## src/rtl/skew_feed_pkg.sv

```systemverilog
// Shared types and sizing helpers for the skewed activation feed controller.
package skew_feed_pkg;

    typedef enum logic [2:0] {
        IDLE,
        LOAD,
        SHIFT,
        DRAIN,
        DONE
    } state_t;

    localparam int N_DEFAULT = 4;

    function automatic int shift_len(input int n);
        return 2 * n - 1;
    endfunction

endpackage

```

## src/rtl/skew_feed_ctrl_if.sv

```systemverilog
// Tile handshake, shift-buffer/PE control and result handshake bundle.
// master = tile source / result sink side, slave = the controller.
interface skew_feed_ctrl_if;
    logic tile_valid;
    logic tile_last;
    logic tile_ready;
    logic buf_load;
    logic buf_shift;
    logic pe_clear;
    logic pe_en;
    logic result_valid;
    logic result_ready;
    logic busy;

    modport master (
        output tile_valid, tile_last, result_ready,
        input  tile_ready, buf_load, buf_shift, pe_clear, pe_en, result_valid, busy
    );

    modport slave (
        input  tile_valid, tile_last, result_ready,
        output tile_ready, buf_load, buf_shift, pe_clear, pe_en, result_valid, busy
    );
endinterface

```

## src/rtl/skew_feed_ctrl_sat_counter.sv

```systemverilog
// Saturating up-counter used for the optional performance counters.
module sat_counter #(
    parameter int W = 16
) (
    input  logic         clk,
    input  logic         reset,
    input  logic         inc,
    output logic [W-1:0] count
);

    always_ff @(posedge clk or negedge reset) begin
        if (!reset) begin
            count <= '0;
        end else if (inc && (count != {W{1'b1}})) begin
            count <= count + W'(1);
        end
    end

endmodule

```

## src/rtl/skew_feed_ctrl.sv

```systemverilog
// Sequencer for the skewed activation shift buffer and N x N PE array.
// Optional counters perf_tiles/perf_stall are built when SKEW_FEED_PERF_EN is defined.
//
// state | meaning
// IDLE  | waiting for a tile, tile_ready high
// LOAD  | one-cycle buffer parallel load, PE clear on first tile of a matrix
// SHIFT | 2N-1 cycles of skewed shift with PE accumulation
// DRAIN | N cycles shifting zeros to flush the array after the last tile
// DONE  | result_valid held until result_ready is sampled
module skew_feed_ctrl
    import skew_feed_pkg::*;
#(
    parameter int N  = N_DEFAULT,
    parameter int CW = $clog2(2 * N)
) (
    input  logic             clk,
    input  logic             reset,
    skew_feed_ctrl_if.slave  bus
`ifdef SKEW_FEED_PERF_EN
    ,
    output logic [15:0]      perf_tiles,
    output logic [15:0]      perf_stall
`endif
);

    localparam int SHIFT_LEN = shift_len(N);
    localparam int DRAIN_LEN = N;
    localparam logic [CW-1:0] SHIFT_LAST = CW'(SHIFT_LEN - 1);
    localparam logic [CW-1:0] DRAIN_LAST = CW'(DRAIN_LEN - 1);

    state_t        state;
    logic [CW-1:0] cnt;
    logic          first_tile;
    logic          last_q;

    logic tile_ready_q;
    logic buf_load_q;
    logic buf_shift_q;
    logic pe_clear_q;
    logic pe_en_q;
    logic result_valid_q;
    logic busy_q;

    logic handshake;

    assign handshake = (state == IDLE) && bus.tile_valid && tile_ready_q;

    always_ff @(posedge clk or negedge reset) begin
        if (!reset) begin
            state          <= IDLE;
            cnt            <= '0;
            first_tile     <= 1'b1;
            last_q         <= 1'b0;
            tile_ready_q   <= 1'b0;
            buf_load_q     <= 1'b0;
            buf_shift_q    <= 1'b0;
            pe_clear_q     <= 1'b0;
            pe_en_q        <= 1'b0;
            result_valid_q <= 1'b0;
            busy_q         <= 1'b0;
        end else begin
            // Strobes default low; each branch raises what the next state needs.
            buf_load_q  <= 1'b0;
            buf_shift_q <= 1'b0;
            pe_clear_q  <= 1'b0;
            pe_en_q     <= 1'b0;
            case (state)
                IDLE: begin
                    if (handshake) begin
                        last_q       <= bus.tile_last;
                        state        <= LOAD;
                        tile_ready_q <= 1'b0;
                        buf_load_q   <= 1'b1;
                        pe_clear_q   <= first_tile;
                        busy_q       <= 1'b1;
                    end else begin
                        tile_ready_q <= 1'b1;
                        busy_q       <= 1'b0;
                    end
                end
                LOAD: begin
                    first_tile  <= 1'b0;
                    cnt         <= '0;
                    state       <= SHIFT;
                    buf_shift_q <= 1'b1;
                    pe_en_q     <= 1'b1;
                end
                SHIFT: begin
                    if (cnt == SHIFT_LAST) begin
                        cnt <= '0;
                        if (last_q) begin
                            state       <= DRAIN;
                            buf_shift_q <= 1'b1;
                            pe_en_q     <= 1'b1;
                        end else begin
                            state        <= IDLE;
                            tile_ready_q <= 1'b1;
                            busy_q       <= 1'b0;
                        end
                    end else begin
                        cnt         <= cnt + CW'(1);
                        buf_shift_q <= 1'b1;
                        pe_en_q     <= 1'b1;
                    end
                end
                DRAIN: begin
                    if (cnt == DRAIN_LAST) begin
                        cnt            <= '0;
                        state          <= DONE;
                        result_valid_q <= 1'b1;
                    end else begin
                        cnt         <= cnt + CW'(1);
                        buf_shift_q <= 1'b1;
                        pe_en_q     <= 1'b1;
                    end
                end
                DONE: begin
                    if (bus.result_ready) begin
                        state          <= IDLE;
                        result_valid_q <= 1'b0;
                        tile_ready_q   <= 1'b1;
                        busy_q         <= 1'b0;
                        first_tile     <= 1'b1;
                    end
                end
                default: begin
                    state <= IDLE;
                end
            endcase
        end
    end

    assign bus.tile_ready   = tile_ready_q;
    assign bus.buf_load     = buf_load_q;
    assign bus.buf_shift    = buf_shift_q;
    assign bus.pe_clear     = pe_clear_q;
    assign bus.pe_en        = pe_en_q;
    assign bus.result_valid = result_valid_q;
    assign bus.busy         = busy_q;

`ifdef SKEW_FEED_PERF_EN
    sat_counter #(.W(16)) u_perf_tiles (
        .clk   (clk),
        .reset (reset),
        .inc   (handshake),
        .count (perf_tiles)
    );

    sat_counter #(.W(16)) u_perf_stall (
        .clk   (clk),
        .reset (reset),
        .inc   ((state == DONE) && !bus.result_ready),
        .count (perf_stall)
    );
`endif

endmodule
```

## src/flat_wrapper.sv

```systemverilog
// flat-port wrapper written by rule: the top's interface ports become plain ports
module skew_feed_ctrl_flat import skew_feed_pkg::*;
#(
    parameter int N  = N_DEFAULT,
    parameter int CW = $clog2(2 * N)
)
  (clk, reset, bus_tile_valid, bus_tile_last, bus_result_ready, bus_tile_ready, bus_buf_load, bus_buf_shift, bus_pe_clear, bus_pe_en, bus_result_valid, bus_busy);
  skew_feed_ctrl_if bus_i ();
  input  logic clk;
  input  logic reset;
  input wire logic [$bits(bus_i.tile_valid)-1:0] bus_tile_valid;
  input wire logic [$bits(bus_i.tile_last)-1:0] bus_tile_last;
  input wire logic [$bits(bus_i.result_ready)-1:0] bus_result_ready;
  output wire logic [$bits(bus_i.tile_ready)-1:0] bus_tile_ready;
  output wire logic [$bits(bus_i.buf_load)-1:0] bus_buf_load;
  output wire logic [$bits(bus_i.buf_shift)-1:0] bus_buf_shift;
  output wire logic [$bits(bus_i.pe_clear)-1:0] bus_pe_clear;
  output wire logic [$bits(bus_i.pe_en)-1:0] bus_pe_en;
  output wire logic [$bits(bus_i.result_valid)-1:0] bus_result_valid;
  output wire logic [$bits(bus_i.busy)-1:0] bus_busy;
  assign bus_i.tile_valid = bus_tile_valid;
  assign bus_i.tile_last = bus_tile_last;
  assign bus_i.result_ready = bus_result_ready;
  assign bus_tile_ready = bus_i.tile_ready;
  assign bus_buf_load = bus_i.buf_load;
  assign bus_buf_shift = bus_i.buf_shift;
  assign bus_pe_clear = bus_i.pe_clear;
  assign bus_pe_en = bus_i.pe_en;
  assign bus_result_valid = bus_i.result_valid;
  assign bus_busy = bus_i.busy;
  skew_feed_ctrl #(.N(N), .CW(CW)) u_core (.clk(clk), .reset(reset), .bus(bus_i));
endmodule
```

## config.mk

```make
export PLATFORM = sky130hd
export DESIGN_NAME = skew_feed_ctrl_flat
export DESIGN_NICKNAME = d
export VERILOG_FILES = /design/src/rtl/skew_feed_pkg.sv /design/src/rtl/skew_feed_ctrl_if.sv /design/src/rtl/skew_feed_ctrl_sat_counter.sv /design/src/rtl/skew_feed_ctrl.sv /design/src/flat_wrapper.sv
export SDC_FILE = /design/constraint.sdc
export NUM_CORES = 1
export LEC_CHECK = 0
export BUFFER_PORTS_ARGS = -buffer_cell sky130_fd_sc_hd__buf_2
export CAP_MARGIN = 20
export CELL_PAD_IN_SITES_DETAIL_PLACEMENT = 1
export CELL_PAD_IN_SITES_GLOBAL_PLACEMENT = 1
export CORE_MARGIN = 4
export CORE_UTILIZATION = 25
export DETAILED_ROUTE_END_ITERATION = 10
export PLACE_DENSITY_LB_ADDON = 0.1
export SYNTH_ARGS = -nofsm -noshare
export SYNTH_HDL_FRONTEND = slang
export SYNTH_SLANG_ARGS = --single-unit
```

## constraint.sdc

```tcl
create_clock -name clk -period 1.86 [get_ports clk]
set_input_delay 0.465 -clock clk [delete_from_list [all_inputs] [get_ports clk]]
set_output_delay 0.465 -clock clk [all_outputs]
set_load 0.02 [all_outputs]
```

==> results.cfg <==
[sta]
hold_viol_final = 0
tightest_slew_ps = 382
final_max_slew_viol_count = 0
slew_headroom = 0.746
maxClockFrequency_mhz = 703
final-setup-viol-count = 0
final.setup_skew_ps = 9.40
setup_ws_ps = 438
finalSetupTns_ps = 0
period_needed_ps = 1420
post-route-period-util = 0.765
grt_setup_unrepaired = false

[clock_tree]
cts_post_setup_buffers_inserted = 0
deepest_clock_path_buffer_count = 2
clk_latency_ps = 290
holdBufCountCts = 0
cts.sinks = 14
cts_inserted_buffers = 3
cts_repair_resize_count = 0
htreeDepth = 1
cts_tree = built
clockRootBuffer = clkbuf_4
clk_transition_reported_paths_ps = 90

[detailed_routing]
dr_vias_cell = 4.73
drt-wirelength-per-cell_um = 13.7
detailedRoute.firstIterationViolations = 8
drtPass1Iterations = 2
drc = 0
detail-route-antenna-nets = 0
totalWireLength_mm = 1.48
via_count = 511

[layout]
layout.nets = 87
multi_input_area_um2 = 312
drive_above_1_share = 0.260
regArea_um2 = 352
syn_to_final_growth_pct = 11.2
antenna-diode-count = 0
fillCellCount = 316

[floorplanning]
floorplan.die.height_um = 62.0
number_of_core_rows = 19
pin_count = 12
die-area_um2 = 3840
fp.dieW_um = 62.0
initial_util = 0.262
core_area_um2 = 2780

[place]
buffer_ports.inserted = 11
pre_cts_ws_ps = 438
dp_hpwl_mm = 1.13
place_congestion = 0.668

[yosys]
synth.net_count = 75
dominant_combinational_cell_family_by_area_after_synthesis = compound AO/OA/AOI/OAI gates
fraction_of_synthesized_cell_area_in_xor_and_xnor_cells = 0
synthesis.area_per_instance_um2 = 11.0
synth.mux.area_fraction = 0.0309
synth_enable_flop_cells = 0
synth-warning-count = 0
synth-adder-area-share = 0.0687
share_of_the_yosys_chip_area_belonging_to_registers = 0.483
synth_simple_gate_area_frac = 0.158
post_synth_num_cell_types = 27
ys_seq_elements = 14
netlist_area_um2 = 728
synth_compound_gate_area_share = 0.170
postSynth.topFlopCell = dfrtp_1
synth-async-reset-ratio = 1.00
syn-instance-count = 66

[run]
max_cap_viol_count = 0

[critical_path]
path_max_fanout = 4
end_kind = register
crit_path_category = reg2reg
critical_path_required_ps = 2040
critPathArrivalTime_ps = 1600
crit_path_start_kind = register

[power_and_ir_drop]
powerDensity_nw_per_um2 = 1500
p_leak_nw = 0.375
power.ir.vdd_worst_mv = 0.541

[global_routing]
grtUsageMet1 = 0.132
grt_max_degree = 15
grtUsageMet2 = 0.121
grt_pass1_wl_mm = 2.50
number_of_global_route_vias_before_repair = 502
global_route.peak_usage_layer = met1
global_route.usage.met3 = 0.0248
globalRouteOverflowTotal = 0
grt_antenna_before_repair = 0
globalRouteTotalUtil = 0.0947

[min_path]
min-delay-path-class = in2async

[status]
outcome = finished clean
where the power goes:
| group | switching (mW) | internal (mW) | leakage [nW] |
|---|---|---|---|
| logic | 0.278 | 0.233 | 0.189 |
| registers | 0.107 | 0.412 | 0.171 |
| clock network | 0.104 | 0.0833 | 0.0150 |
| total | 0.489 | 0.728 | 0.375 |
metal layers:
metal | wire, um | vias to the layer above | share of wire
li1 | - | 250 | -
met1 | 753 | 244 | 0.51
met2 | 607 | 12 | 0.41
met3 | 76 | 5 | 0.051
met4 | 44 | 0 | 0.030
met5 | 0 | - | 0
cells in the mapped netlist, drive strengths merged (2+ instances only):
master | instances | share of area
nor2 | 2 | 0.010
dfrtp | 13 | 0.45
a22o | 2 | 0.024
nor2b | 2 | 0.027
buf | 5 | 0.064
inv | 5 | 0.026
ha | 4 | 0.069
nand3b | 3 | 0.031
nand2 | 6 | 0.031
mux2 | 2 | 0.031
o21ai | 6 | 0.041
a21oi | 5 | 0.034
worst paths after layout:
kind / startpoint / endpoint / slack, ps / cells after the start
max: u_core.cnt[0] / u_core.bus.busy / 440 / 5
min: reset / u_core.last_q / 60 / 1
max reg2reg: u_core.cnt[0] / u_core.bus.busy / 440 / 5
min reg2reg: u_core.bus.busy / u_core.bus.busy / 480 / 1
max in group asynchronous: reset / u_core.first_tile / 1490 / 1
min in group clk: bus_tile_last / u_core.last_q / 390 / 2
placed cells by master, fill, tap and decap left out:
| master | netlist | layout |
|---|---|---|
| nand2b_1 | 1 | 1 |
| dfrtp_1 | 13 | 13 |
| inv_1 | 5 | 5 |
| mux2_1 | 1 | 1 |
| nor2b_1 | 1 | 1 |
| clkbuf_4 | 0 | 3 |
| o21bai_1 | 1 | 1 |
| nand3b_1 | 3 | 3 |
| buf_4 | 1 | 1 |
| o21ai_0 | 6 | 6 |
| nand2_1 | 6 | 6 |
| nor2_1 | 2 | 2 |
| nor4_4 | 1 | 1 |
| a22o_1 | 2 | 2 |
| dfstp_2 | 1 | 1 |
| clkbuf_1 | 0 | 1 |
| o211ai_1 | 1 | 1 |
| and2_1 | 1 | 1 |
| a21oi_1 | 5 | 5 |
| a32o_1 | 1 | 1 |
| mux2_2 | 1 | 1 |
| a21o_1 | 1 | 1 |
| buf_2 | 1 | 11 |
| a31o_2 | 1 | 1 |
| a221o_1 | 1 | 1 |
| nor4b_1 | 1 | 1 |
| ha_1 | 4 | 4 |
| nor2b_4 | 1 | 1 |
registers in the layout, summed over array words and instances (netlist names):
signal,flops
u_core.state,3
u_core.bus.pe_clear,1
u_core.bus.tile_ready,1
u_core.bus.result_valid,1
u_core.bus.busy,1
u_core.bus.buf_load,1
u_core.first_tile,1
u_core.last_q,1
u_core.cnt,3
u_core.bus.buf_shift,1
kinds of logic (layout without fill, tap and decap cells):
group           count (synthesis)  count (layout)
buf+inv                        10              21
fa+ha+maj                       4               4
compound gates                 19              19
mux                             2               2
flops                          14              14
simple gates                   17              17
cell type report:
| cell class | count | area share |
|---|---|---|
| flip-flops and latches | 14 | 0.434 |
| multi-input cells | 42 | 0.385 |
| repair buffers | 12 | 0.0773 |
| well taps | 31 | 0.0479 |
| clock buffers | 4 | 0.0325 |
| inverters | 5 | 0.0232 |
critical path: stages (launching register included):
cell and delay [ps]:
dfrtp_1 420, inv_1 70, ha_1 160, nand3b_1 80
a221o_1 390, a21o_1 190
metrics by stage:
step                      cells  hold WS (ps)  total power, mW  instance area [um2]  utilization
after global placement      104           393             1.04                  783        0.282
final                       108          61.9             1.22                  810        0.291
after detailed placement    104           399             1.06                  783        0.282
after global routing        108          81.6             1.34                  810        0.291
after CTS                   108          75.3             1.25                  810        0.291
after floorplan              66           169            0.938                  728            -
No activity file was read; power rests on OpenSTA's default activity.
